$ cat config.mk
export PLATFORM = sky130hd
export DESIGN_NAME = deserializer
export DESIGN_NICKNAME = d
export VERILOG_FILES = /design/src/rtl/deserializer.sv
export SDC_FILE = /design/constraint.sdc
export NUM_CORES = 1
export LEC_CHECK = 0
export ABC_AREA = 1
export ABC_CLOCK_PERIOD_IN_PS = 1800
export CELL_PAD_IN_SITES_DETAIL_PLACEMENT = 1
export CELL_PAD_IN_SITES_GLOBAL_PLACEMENT = 2
export CORE_UTILIZATION = 31
export CTS_CLUSTER_SIZE = 25
export DETAILED_ROUTE_END_ITERATION = 12
export PLACE_DENSITY = 0.83
export REMOVE_ABC_BUFFERS = 1
export SYNTH_ARGS = -nofsm -noshare
export SYNTH_HDL_FRONTEND = slang
export SYNTH_SLANG_ARGS = --single-unit
$ cat constraint.sdc
create_clock -name clk -period 1.8 [get_ports clk]
set_input_delay 0.36 -clock clk [delete_from_list [all_inputs] [get_ports clk]]
set_output_delay 0.36 -clock clk [all_outputs]
set_load 0.005 [all_outputs]
$ cat src/rtl/deserializer.sv
// Serial-to-parallel receiver: LSB-first bits following a one-cycle start pulse
// are assembled into a WIDTH-bit word, published with a one-cycle valid strobe.
module deserializer #(
  parameter int WIDTH = 8
) (
  input  logic             clk,
  input  logic             rst_n,
  input  logic             serial_in,
  input  logic             start,
  output logic [WIDTH-1:0] data_out,
  output logic             data_valid,
  output logic             busy,
  output logic             sync_err,
  output logic [1:0]       dbg_state
);

  localparam int CW = $clog2(WIDTH);
  localparam logic [CW-1:0] LAST_BIT = CW'(WIDTH - 1);

  // One-hot encoding leaves illegal codes that the default branch recovers from.
  typedef enum logic [1:0] {
    IDLE = 2'b01,
    RECV = 2'b10
  } state_e;

  // Handshake: data_valid is a one-cycle strobe with no ready; data_out is
  // stable from that cycle until the next strobe.
  state_e           state_q, state_d;
  logic [CW-1:0]    cnt_q, cnt_d;
  logic [WIDTH-1:0] shift_q, shift_d;
  logic [WIDTH-1:0] dout_q, dout_d;
  logic             valid_q, valid_d;
  logic             err_q, err_d;
  logic             last_bit;

  assign last_bit = (cnt_q == LAST_BIT);

  always_ff @(posedge clk or negedge rst_n) begin
    if (!rst_n) begin
      state_q <= IDLE;
      cnt_q   <= '0;
      shift_q <= '0;
      dout_q  <= '0;
      valid_q <= 1'b0;
      err_q   <= 1'b0;
    end else begin
      state_q <= state_d;
      cnt_q   <= cnt_d;
      shift_q <= shift_d;
      dout_q  <= dout_d;
      valid_q <= valid_d;
      err_q   <= err_d;
    end
  end

  always_comb begin
    state_d = state_q;
    cnt_d   = cnt_q;
    shift_d = shift_q;
    dout_d  = dout_q;
    valid_d = 1'b0;
    err_d   = 1'b0;
    case (state_q)
      IDLE: begin
        if (start) begin
          state_d = RECV;
          cnt_d   = '0;
        end
      end
      RECV: begin
        if (start && !last_bit) begin
          // Early start: drop the partial word and resynchronise.
          err_d = 1'b1;
          cnt_d = '0;
        end else begin
          shift_d[cnt_q] = serial_in;
          if (last_bit) begin
            dout_d  = shift_d;
            valid_d = 1'b1;
            cnt_d   = '0;
            state_d = start ? RECV : IDLE;
          end else begin
            cnt_d = cnt_q + 1'b1;
          end
        end
      end
      default: begin
        state_d = IDLE;
        cnt_d   = '0;
      end
    endcase
  end

  assign data_out   = dout_q;
  assign data_valid = valid_q;
  assign sync_err   = err_q;
  assign busy       = (state_q == RECV);
  assign dbg_state  = state_q;

endmodule

# After elaboration in Yosys (flattened, before gate mapping)
# Cells that the tools add are included.
[word_totals] reg_bits=23 output_inout_bits=13
[op_classes] reduce_logical=6 n_bitwise=1 order_cmp=2 muxes=17 addsub=1 n_eq_ne=6
[ops] op="3-bit two-way mux" n=3
[ops] op="8-bit bitwise mux" n=1
[ops] op="2-bit two-way mux" n=4
[ops] op="1-bit two-way mux" n=6
[ops] op="3-bit case mux with 2 select lines" n=1
[ops] op="3-bit AND reduction" n=2
[ops] op="3-bit by 4-bit < comparator with 1-bit output (second input constant)" n=1
[ops] op="2-bit != test (second input constant)" n=2
[ops] op="2-bit case mux with 2 select lines" n=1
[ops] op="3-bit by 1-bit adder with 3-bit output (second input constant)" n=1
[ops] op="1-bit demux with 3-bit select" n=1
[ops] op="3-bit equality test (second input constant)" n=1
[ops] op="3-bit by 1-bit >= comparator with 1-bit output (second input constant)" n=1
[ops] op="2-bit by 1-bit equality test with 1-bit output (second input constant)" n=1
[ops] op="2-bit equality test (second input constant)" n=1
[ops] op="1-bit logical AND" n=2
[ops] op="2-bit by 1-bit != test with 1-bit output (second input constant)" n=1
[ops] op="2-bit AND reduction" n=1
[ops] op="1-bit logical NOT" n=1
[ops] op="1-bit inverter" n=1

# Logic depth before layout (Yosys ltp)
[depth] word_depth=5 ltp_mapped=9 mapped_depth_nobuf=9

# Worst setup path after synthesis
# OpenSTA, ideal clock, no wires.
[synth_timing] path_kind="reg-to-reg" start="register state_q[0], in the netlist dbg_state[0]" end="register shift_q[2]" path_buffers=1 stages_incl_launch_ff=8 path_slack_ns=0.390 t_arrival_ns=1.293 setup_time_ns=0.117 path_cell_list="dfstp_2 > inv_1 > ha_1 > nand2_4 > inv_4 > buf_6 > nand3_1 > nand2_1"
[synth_between] elab_chain_len=2
[synth_lines] item="start: declaration" line_no="28" rtl="state_e state_q, state_d;"
[synth_lines] item="start signal: assignment" line_no="47" rtl="state_q <= state_d;"
[synth_lines] item="2-bit equality test"
[synth_lines] item="via busy" line_no="12" rtl="output logic busy,"
[synth_lines] item="2-bit AND reduction (no line)"
[synth_lines] item="end signal: assignment" line_no="49" rtl="shift_q <= shift_d;"
[synth_lines] item="end: declaration" line_no="30" rtl="logic [WIDTH-1:0] shift_q, shift_d;"
# The timed path passes the listed nets, and every way through them passes these cells.
# A chain may end at the register's enable or synchronous reset.

# Final worst setup path
[layout_timing] start="register state_q[0], in the netlist dbg_state[0]" end="output busy"
[layout_between] elab_chain_len=1
[layout_lines] item="2-bit equality test" line_no="97" rtl="assign busy = (state_q == RECV);"
[layout_lines] item="end: declaration" line_no="12"
# Every way passes these cells.

==> results.md <==
| Group | Result | Value |
| --- | --- | --- |
| status | Outcome | completed |
| worst hold path | Min-delay worst type | input pin to async pin |
| timing | Fin Hold WS | 0.449 ns |
| yosys | Yosys synthesis warning count | 0 |
| global routing | Via count of the first global-routing pass | 1093 |
| drt | Residual DRC | 0 |
| yosys | Seq/Total Area, Yosys | 0.484 |
| floorplan | Initial core utilization | 0.323 |
| critical path | Startpoint kind of the worst setup timing path | flop |
| global routing | Global-route usage over all layers | 0.164 |
| clock tree | Clock tree buffer depth | 2 |
| yosys | Xor/xnor cell area share of the yosys netlist | 0 |
| floorplan | Core Area | 0.00369 sq mm |
| final layout | Number of antenna cells inserted | 0 |
| power | Power density over the cells | 887 mW/mm^2 |
| yosys | Share of synthesized cell area in and, or, nand and nor gates | 0.364 |
| floorplan | Floorplan die height | 64.0 microns |
| placed design | Port Buf Inserts | 16 |
| yosys | Count of mapped cells out of synthesis | 151 |
| timing | Measured slew at the worst slew-check pin | 0.296 ns |
| timing | Tightest slew margin relative to the limit | 0.803 |
| yosys | Synth cell types | 20 |
| placed design | Last weighted congestion value of the routability-driven placer | 0.761 |
| drt | Aggregate routed wire length | 2910 microns |
| clock tree | Number of H-tree branching levels | 1 |
| timing | Max Clk Rate | 0.607 GHz |
| yosys | Combinational family with the most area after synthesis | simple AND/OR/NAND/NOR gates |
| final layout | Area growth from synthesis to final layout | 24.6% |
| clock tree | Clock Tree Root | clkbuf_8 |
| timing | Final count of hold timing violations | 0 |
| final layout | Most common cell after layout, fill and taps aside | nand2_1 |
| critical path | Worst EP required | 1.44 ns |
| final layout | Share of post-route cells with drive strength above 1 | 0.132 |
| clock tree | Cts bufs inserted | 3 |
| critical path | Kind of critical path | flop to primary output |
| global routing | Total overflow reported by the global router | 0 |
| power | Reported net switching power | 427 uW |
| floorplan | Floorplan row count | 22 |
| timing | Setup repair after global routing missed its margin | no |
| global routing | Antenna violations before repair | 0 |
| power | Part of the total power dissipated in sequential elements | 0.454 |
| timing | Max-slew violation count | 0 |
| drt | Via Count | 1049 |
| drt | Routed WL per cell | 13.1 microns |
| final layout | Commonest non-fill, non-tap cells in the layout | 67 x nand2_1, 22 x dfrtp_1, 17 x nand3_1, 14 x clkdlybuf4s50_1, 11 x inv_1 |
| critical path | CP max FO | 2 |
| placed design | Hpwl dp | 2150 microns |
| yosys | Yosys top cell by area | dfrtp_1 |
| power | Largest vdd supply drop | 0.517 mV |
| drt | Remaining antenna violation count | 0 |
| power | Switching share of power | 0.324 |
| timing | Part of the cycle the worst path needs | 0.916 |
| yosys | Post-Syn Area per Cell | 7.90 sq um |
| critical path | Critical Path End Type | primary output |
| critical path | Path depth of the worst reg2reg path | 9 |
| job | Max-cap violations | 0 |
| clock tree | Clock Sinks | 23 |
| drt | Number of DRC markers in iteration 0 | 52 |
| clock tree | Insertion delay of the later-clocked pin in the worst-skew pair | 0.26 ns |
| clock tree | Clock tree from TritonCTS | done |
| yosys | Multiplexer share of the synthesized area | 0 |
| timing | Time the worst path needs with I/O delays and setup | 1.65 ns |
| power | Gate power share | 0.301 |
| yosys | Area fraction in compound gates after synthesis | 0.0283 |
| timing | Total setup violations reported at the end of the flow | 0 |
| final layout | Nets | 184 |
| global routing | Largest net degree at the start of global routing | 24 |
| yosys | Arithmetic-cell share of the synthesized area counting full adders, half adders and majority gates | 0.0525 |
| final layout | Number of fillers in the final layout | 468 |
| yosys | #FFs+latches synth | 23 |
| timing | Final worst clock skew | 0.00163 ns |
| floorplan | Die Wd | 64.0 microns |
| power | Leakage power summed over all cells | 0.000804 uW |
| critical path | Endpoint arrival time on the critical path | 1.29 ns |
| floorplan | Number of top-level design ports | 17 |
| yosys | Cell types with the largest area share after synthesis | dfrtp_1 46%, nand2_1 21%, nand3_1 7.1% |
| yosys | Post-synthesis instance area | 0.00119 sq mm |
| timing | Sum of negative setup slack | 0 ns |
| yosys | Area fraction of the dominant cell type after synthesis | 0.462 |
| global routing | Global-route wire length before repair | 5120 microns |
| clock tree | CTS clk-pin slew, worst paths | 0.08 ns |
| drt | Pre-Repair DR Iteration Count | 4 |
| power | Clk pwr share | 0.245 |
| power | Internal power | 890 uW |
| drt | Routed vias/inst | 4.73 |
| floorplan | Die Outline Area | 0.00410 sq mm |
==> cells by family (layout without fill, tap and decap cells) <==
logic type                 after synthesis  after routing
buffers and inverters                   19             42
AOI/OAI and AO/OA                        6              6
adders and majority gates                5              5
DFF                                     23             23
and+or+nand+nor                         98             98
==> state kept, by name, summed over array words and instances (netlist names) <==
| name | flops |
|---|---|
| dbg_state | 2 |
| sync_err | 1 |
| cnt_q | 3 |
| data_out | 8 |
| shift_q | 8 |
| data_valid | 1 |
==> synthesized netlist by cell type <==
| cell type | number |
|---|---|
| nand2_1 | 67 |
| dfrtp_1 | 22 |
| nand3_1 | 17 |
| inv_1 | 11 |
| ha_1 | 5 |
| nand4_1 | 4 |
| buf_2 | 3 |
| inv_2 | 3 |
| nor2_1 | 3 |
| o21ai_1 | 3 |
| nand2_2 | 2 |
| nand3_2 | 2 |
| o21ai_0 | 2 |
| buf_6 | 1 |
| dfstp_2 | 1 |
| inv_4 | 1 |
| nand2_4 | 1 |
| nor2_2 | 1 |
| nor2_4 | 1 |
| o21ai_2 | 1 |
==> metal layers <==
layer / vias up / share of wire / GRT usage
met5: - / 0 / 0
met4: 0 / 0.014 / 0.0682
met3: 4 / 0.013 / 0.0214
met2: 10 / 0.49 / 0.278
met1: 512 / 0.48 / 0.208
li1: 523 / - / -
==> per-stage QoR <==
step	power (uW)	setup WS, ns	instances	area (sq um)	utilization
after CTS	1340	0.0177	222	1480	0.402
after floorplan	833	0.255	147	1170	-
after global routing	1410	0.0446	222	1490	0.403
final	1320	0.152	222	1490	0.403
after detailed placement	1000	0.166	217	1430	0.388
after global placement	977	0.209	217	1430	0.388
==> layout make-up <==
| class | count | area (sq um) | area share |
|---|---|---|---|
| flip-flops and latches | 23 | 577 | 0.388 |
| well taps | 48 | 60.1 | 0.0404 |
| multi-input cells | 109 | 531 | 0.357 |
| repair buffers | 23 | 214 | 0.144 |
| inverters | 15 | 58.8 | 0.0396 |
| clock buffers | 4 | 45.0 | 0.0303 |
==> power groups by stage <==
stage	Sequential (uW)	Clock (uW)	Combinational, uW
2_1_floorplan	620	0	213
3_3_place_gp	614	0	362
3_5_place_dp	617	0	387
4_1_cts	598	334	410
5_1_grt	605	354	453
6_report	598	323	397
==> path summary, 6_finish.rpt <==
kind,slack (ns),start,endpoint
hold / removal,0.45,rst_n,shift_q[0]
setup reg to reg,0.17,cnt_q[0],shift_q[3]
setup / recovery,0.15,dbg_state[0],busy
max in group asynchronous,1.07,rst_n,dbg_state[0]
hold reg to reg,0.48,shift_q[0],shift_q[0]
min in group clk,0.48,shift_q[0],shift_q[0]
==> timing repair <==
item	in CTS	in global routing
endpoints found under the setup margin	1	1
gates resized for setup	1	1
hold buffers	0	0
setup buffers	1	0
pin swaps	0	0
hold endpoints to repair	0	0
==> critical path: stages (launching register included) <==
cell,delay (ns)
dfstp_2,0.54
inv_1,0.04
ha_1,0.19
dlygate4sd2_1,0.26
Note: power is estimated with default switching activity, not from simulation.
